**config.mk**
```make
export PLATFORM = sky130hd
export DESIGN_NAME = pixel_frame_ctrl
export DESIGN_NICKNAME = d
export VERILOG_FILES = /design/src/rtl/pixel_pkg.sv /design/src/rtl/pixel_adc_ramp.sv /design/src/rtl/pixel_frame_ctrl.sv
export SDC_FILE = /design/constraint.sdc
export NUM_CORES = 1
export LEC_CHECK = 0
export BUFFER_PORTS_ARGS = -buffer_cell sky130_fd_sc_hd__clkbuf_2
export CORE_UTILIZATION = 44
export CTS_CLUSTER_SIZE = 14
export DETAILED_ROUTE_END_ITERATION = 6
export GPL_ROUTABILITY_DRIVEN = 0
export PLACE_DENSITY_LB_ADDON = 0.2
export SETUP_SLACK_MARGIN = 0.02
export SLEW_MARGIN = 20
export SYNTH_ARGS = -nofsm -noshare
export SYNTH_HDL_FRONTEND = slang
export SYNTH_HIERARCHICAL = 1
export SYNTH_SLANG_ARGS = --single-unit
```
**constraint.sdc**
```tcl
create_clock -name clk -period 2.5 [get_ports clk]
set_input_delay 0 -clock clk [delete_from_list [all_inputs] [get_ports clk]]
set_output_delay 0 -clock clk [all_outputs]
set_load 0.03 [all_outputs]
```
**src/rtl/pixel_pkg.sv**
```systemverilog
// ---------------------------------------------------------------------------
// pixel_pkg : shared state encoding, default frame timing and helpers
// Revision  : 1.0
// ---------------------------------------------------------------------------
`default_nettype none

package pixel_pkg;

  typedef enum logic [2:0] {
    ST_IDLE    = 3'd0,
    ST_ERASE   = 3'd1,
    ST_EXPOSE  = 3'd2,
    ST_CONVERT = 3'd3,
    ST_READ    = 3'd4
  } state_t;

  localparam int C_ERASE  = 5;
  localparam int C_EXPOSE = 255;
  localparam int ADC_W    = 8;
  localparam int C_READ   = 5;
  localparam int NUM_ROWS = 2;

  function automatic int clog2(input int unsigned v);
    int r;
    r = 0;
    for (int i = 0; i < 32; i++) begin
      if ((64'd1 << i) < 64'(v)) r = i + 1;
    end
    return r;
  endfunction

endpackage

`default_nettype wire

```
**src/rtl/pixel_adc_ramp.sv**
```systemverilog
// ---------------------------------------------------------------------------
// pixel_adc_ramp : ADC ramp code counter with clear (priority) and enable
// Revision       : 1.0
// ---------------------------------------------------------------------------
`default_nettype none

module pixel_adc_ramp #(
  parameter int ADC_W = pixel_pkg::ADC_W
) (
  input  logic             clk,
  input  logic             reset,
  input  logic             clear,
  input  logic             en,
  output logic [ADC_W-1:0] code
);

  always_ff @(posedge clk) begin
    if (!reset || clear) begin
      code <= '0;
    end else if (en) begin
      code <= code + ADC_W'(1);
    end
  end

endmodule

`default_nettype wire

```
**src/rtl/pixel_frame_ctrl.sv**
```systemverilog
// ---------------------------------------------------------------------------
// pixel_frame_ctrl : global pixel phase sequencer and row readout scheduler
// Revision         : 1.0
// ---------------------------------------------------------------------------
`default_nettype none

module pixel_frame_ctrl #(
  parameter int C_ERASE  = pixel_pkg::C_ERASE,
  parameter int C_EXPOSE = pixel_pkg::C_EXPOSE,
  parameter int ADC_W    = pixel_pkg::ADC_W,
  parameter int C_READ   = pixel_pkg::C_READ,
  parameter int NUM_ROWS = pixel_pkg::NUM_ROWS
) (
  input  logic                clk,
  input  logic                reset,
  input  logic                start,
  input  logic                cont_en,
  output logic                erase,
  output logic                expose,
  output logic                convert,
  output logic [ADC_W-1:0]    adc_code,
  output logic                read,
  output logic [NUM_ROWS-1:0] row_sel,
  output logic                data_valid,
  output logic                frame_done,
  output logic                busy
);

  import pixel_pkg::*;

  localparam int C_CONV  = 2 ** ADC_W;
  localparam int MAX_A   = (C_ERASE > C_EXPOSE) ? C_ERASE : C_EXPOSE;
  localparam int MAX_B   = (C_CONV > C_READ) ? C_CONV : C_READ;
  localparam int MAX_ALL = (MAX_A > MAX_B) ? MAX_A : MAX_B;
  localparam int CNT_W   = clog2(MAX_ALL) + 1;
  // A single-row array still needs a 1-bit index to keep the vectors legal.
  localparam int ROW_W   = (NUM_ROWS > 1) ? clog2(NUM_ROWS) : 1;

  localparam logic [CNT_W-1:0] ONE        = CNT_W'(1);
  localparam logic [CNT_W-1:0] LD_ERASE   = CNT_W'(C_ERASE);
  localparam logic [CNT_W-1:0] LD_EXPOSE  = CNT_W'(C_EXPOSE);
  localparam logic [CNT_W-1:0] LD_CONVERT = CNT_W'(C_CONV);
  localparam logic [CNT_W-1:0] LD_READ    = CNT_W'(C_READ);
  localparam logic [ROW_W-1:0] LAST_ROW   = ROW_W'(NUM_ROWS - 1);

  state_t           state, state_n;
  logic [CNT_W-1:0] cnt, cnt_n;
  logic [ROW_W-1:0] row, row_n;
  logic             ramp_clear;
  logic             ramp_en;

  always_ff @(posedge clk) begin
    if (!reset) begin
      state <= ST_IDLE;
      cnt   <= '0;
      row   <= '0;
    end else begin
      state <= state_n;
      cnt   <= cnt_n;
      row   <= row_n;
    end
  end

  // Down-counter is loaded on phase entry; the phase ends when it reads 1.
  always_comb begin
    state_n = state;
    cnt_n   = cnt - ONE;
    row_n   = row;
    case (state)
      ST_IDLE: begin
        cnt_n = '0;
        row_n = '0;
        if (start) begin
          state_n = ST_ERASE;
          cnt_n   = LD_ERASE;
        end
      end
      ST_ERASE: begin
        if (cnt == ONE) begin
          state_n = ST_EXPOSE;
          cnt_n   = LD_EXPOSE;
        end
      end
      ST_EXPOSE: begin
        if (cnt == ONE) begin
          state_n = ST_CONVERT;
          cnt_n   = LD_CONVERT;
        end
      end
      ST_CONVERT: begin
        if (cnt == ONE) begin
          state_n = ST_READ;
          cnt_n   = LD_READ;
          row_n   = '0;
        end
      end
      ST_READ: begin
        if (cnt == ONE) begin
          if (row == LAST_ROW) begin
            row_n = '0;
            if (cont_en) begin
              state_n = ST_ERASE;
              cnt_n   = LD_ERASE;
            end else begin
              state_n = ST_IDLE;
              cnt_n   = '0;
            end
          end else begin
            row_n = row + ROW_W'(1);
            cnt_n = LD_READ;
          end
        end
      end
      default: begin
        state_n = ST_IDLE;
        cnt_n   = '0;
        row_n   = '0;
      end
    endcase
  end

  // Outputs are registered from the next-state view so they line up with state.
  always_ff @(posedge clk) begin
    if (!reset) begin
      erase      <= 1'b0;
      expose     <= 1'b0;
      convert    <= 1'b0;
      read       <= 1'b0;
      row_sel    <= '0;
      data_valid <= 1'b0;
      frame_done <= 1'b0;
      busy       <= 1'b0;
    end else begin
      erase      <= (state_n == ST_ERASE);
      expose     <= (state_n == ST_EXPOSE);
      convert    <= (state_n == ST_CONVERT);
      read       <= (state_n == ST_READ);
      row_sel    <= (state_n == ST_READ) ? (NUM_ROWS'(1) << row_n) : '0;
      data_valid <= (state_n == ST_READ) && (cnt_n == ONE);
      frame_done <= (state_n == ST_READ) && (cnt_n == ONE) && (row_n == LAST_ROW);
      busy       <= (state_n != ST_IDLE);
    end
  end

  // Ramp restarts from 0 on convert entry and is held at 0 elsewhere.
  assign ramp_clear = (state_n != ST_CONVERT) || (state != ST_CONVERT);
  assign ramp_en    = (state == ST_CONVERT);

  pixel_adc_ramp #(
    .ADC_W (ADC_W)
  ) u_adc_ramp (
    .clk   (clk),
    .reset (reset),
    .clear (ramp_clear),
    .en    (ramp_en),
    .code  (adc_code)
  );

endmodule

`default_nettype wire

```
==> flow_summary.ini <==
[run_status]
status = finished clean

[synth]
synth_edf_count = 0
synth_cells = 176
synth_commonest_cells = dfxtp_1 (30), nor2_1 (21), a21oi_1 (11), o21ai_0 (10), inv_1 (9)
avgSynthCellArea_sq_um = 8.822
synth_area_sq_um = 1553
syn_nets = 184
ys_seq_area_share_pct = 38.68
async_flop_share_pct = 0
ys_warn_count = 6
ys_types = 50
synth_seq_cells = 30
synth_ff_type = dfxtp_1
synth.top_cell.area_share_pct = 38.68
yosysTopAreaCell = dfxtp_1
synth.most_common_cell = dfxtp_1
synth_area_leaders = dfxtp_1 (39%), nor2_1 (5.1%), a21oi_1 (3.5%)

[timing]
drv_slew = 0
fin_crit_sh_pct = 92.66
whs_ps = 31.97
fin_skew_ps = 7.715
finalSetupViolations = 0
finalSetupTns_ps = 0
period_needed_ps = 2317
maxSlewHeadroom_pct = 65.11
finalHoldViolCount = 0
rsz0062_at_grt = no
tightest_slew_ps = 517.9
fmax_mhz = 431.7

[detailed_routing]
drc = 0
drtIter0Drc = 35
dr.pass1.iters = 4
ant_nets = 0
routed_wl_mm = 3.469
via_count = 1375
drt-wirelength-per-cell_um = 14.10
vias_per_cell = 5.589

[cts]
h-tree-depth = 2
clkSlewWorstSetupHoldPaths_ps = 90
holdBufCountCts = 0
cts.sinks = 30
cts_resized = 0
clk_path_buf_depth = 2
cts_buffers = 5
cts_setup_buffers = 0
clk_latency_ps = 330
cts_tree = done
cts-root-buf = clkbuf_4

[finish]
drive_above_1_share_pct = 23.00
fin_nets = 208
area_growth_pct = 14.91
fillCellCount = 358
fin_util_pct = 53.05
antenna_cells = 0

[setup_path]
cp-end-kind = register
cp.arrival_ps = 2600
cp_data_required_time_ps = 2780
cp_cell_sequence = ha_1, or4b_4, nor2_8, inv_4, ha_1, mux2i_1, nor2_1, a31oi_1, o22a_1, and2_1
worstRegToRegCells = 10
cpMaxStageDelayCell = or4b_4
cp-start-kind = register
cpMostUsedCell = ha_1
max_stage_delay_ps = 530
critPathKind = reg2reg
critPathMaxFanout = 9

[global_route]
use_met2_pct = 31.68
use_met3_pct = 6.513
grt_start_max_net_pins = 16
grt_usage_pct = 20.47
grt_overflow_total = 0
grt_pass1_vias = 1233
grt_pass1_wl_mm = 5.499
antenna_found_initial = 0
grtUsageMet1_pct = 25.94
grt-busiest-layer = met2

[floorplan]
die_h_um = 61.41
io_pins = 21
start_util_pct = 46.17
die_w_um = 61.41
dieArea_sq_um = 3771
core_area_sq_um = 3363
std_cell_rows = 21

[place]
port_buffers = 20
dp_hpwl_mm = 2.610

[power_and_ir_drop]
ir_drop_uv = 451.2
power_frac_seq_pct = 42.5
swShare_pct = 31.59
p_sw_mw = 0.4061
power.leakage_nw = 0.7261
cellInternalPower_mw = 0.8794
p_total_mw = 1.286
clkPwrFrac_pct = 31.1
powerDensity_nw_per_um2 = 720.5
comb_power_share_pct = 26.5

[min_path]
min_path_type = in2reg
hold_depth = 2

[job]
drv_cap = 0
power groups by stage:
stage	clock network (mW)	registers (mW)	logic, mW
final	0.399	0.546	0.340
after global routing	0.435	0.551	0.371
after CTS	0.413	0.545	0.336
after detailed placement	0	0.556	0.334
after global placement	0	0.554	0.332
after floorplan	0	0.552	0.259
kinds of logic after synthesis:
group           after synthesis  share of synthesized area [%]
compound gates               46                          20.23
xor+xnor                      9                          5.077
fa+ha+maj                     4                          3.223
buf+inv                      17                          4.996
flops                        30                          38.68
mux                           2                          1.289
simple gates                 68                          26.51
placed cells by master (no fill, tap or decap), types with 6 or more instances in the layout:
master / netlist / routed
o21ai_0: 10 / 10
dfxtp_1: 30 / 30
nor2_1: 21 / 21
xor2_1: 6 / 6
inv_1: 9 / 9
a21oi_1: 11 / 11
nand2_1: 6 / 6
nor3_1: 7 / 7
clkbuf_2: 0 / 20
a31oi_1: 7 / 7
cell type report:
cell class / instances / area [sq um] / share of cell area [%]
inverter: 10 / 40.04 / 2.244
sequential: 30 / 600.6 / 33.66
clock inverter: 1 / 30.03 / 1.683
clock buffer: 6 / 51.30 / 2.875
multi-input combinational: 129 / 874.6 / 49.02
tap: 46 / 57.56 / 3.226
timing repair buffer: 24 / 130.1 / 7.293
worst paths after layout:
| path | startpoint | end | slack (ps) |
|---|---|---|---|
| worst max-delay path | cnt[0] | row_sel[0] | 180 |
| worst min-delay path | reset | cnt[2] | 30 |
| worst max register to register | cnt[0] | row_sel[0] | 180 |
| worst min register to register | u_adc_ramp/code[7] | u_adc_ramp/code[7] | 500 |
per-stage QoR:
step	instance area (sq um)	setup slack [ps]	cells
floorplan	1553	417.1	176
global placement	1703	332.1	239
detailed placement	1703	218.7	239
CTS	1784	208.5	246
global route	1784	58.44	246
finish	1784	183.4	246
routing by layer:
metal	wire length [um]	part of all wire, %	vias up
met5	0	0	-
met4	60	1.7	0
met3	131	3.8	6
met2	1673	48	28
met1	1604	46	655
li1	-	-	686
worst max-delay path: cells and delay by family, from the launching register on:
kind	cells	cell delay (ps)
and+or+nand+nor	4	890
DFF	1	400
AOI/OAI and AO/OA	2	400
adders and majority gates	2	380
muxes	1	130
buffers and inverters	1	80
sequential cells by signal, indices dropped and copies added, names as in the netlist, 2 cells and up:
signal / cells
state: 3
cnt: 9
u_adc_ramp/code: 8
row_sel: 2
(Power assumes the default switching activity.)
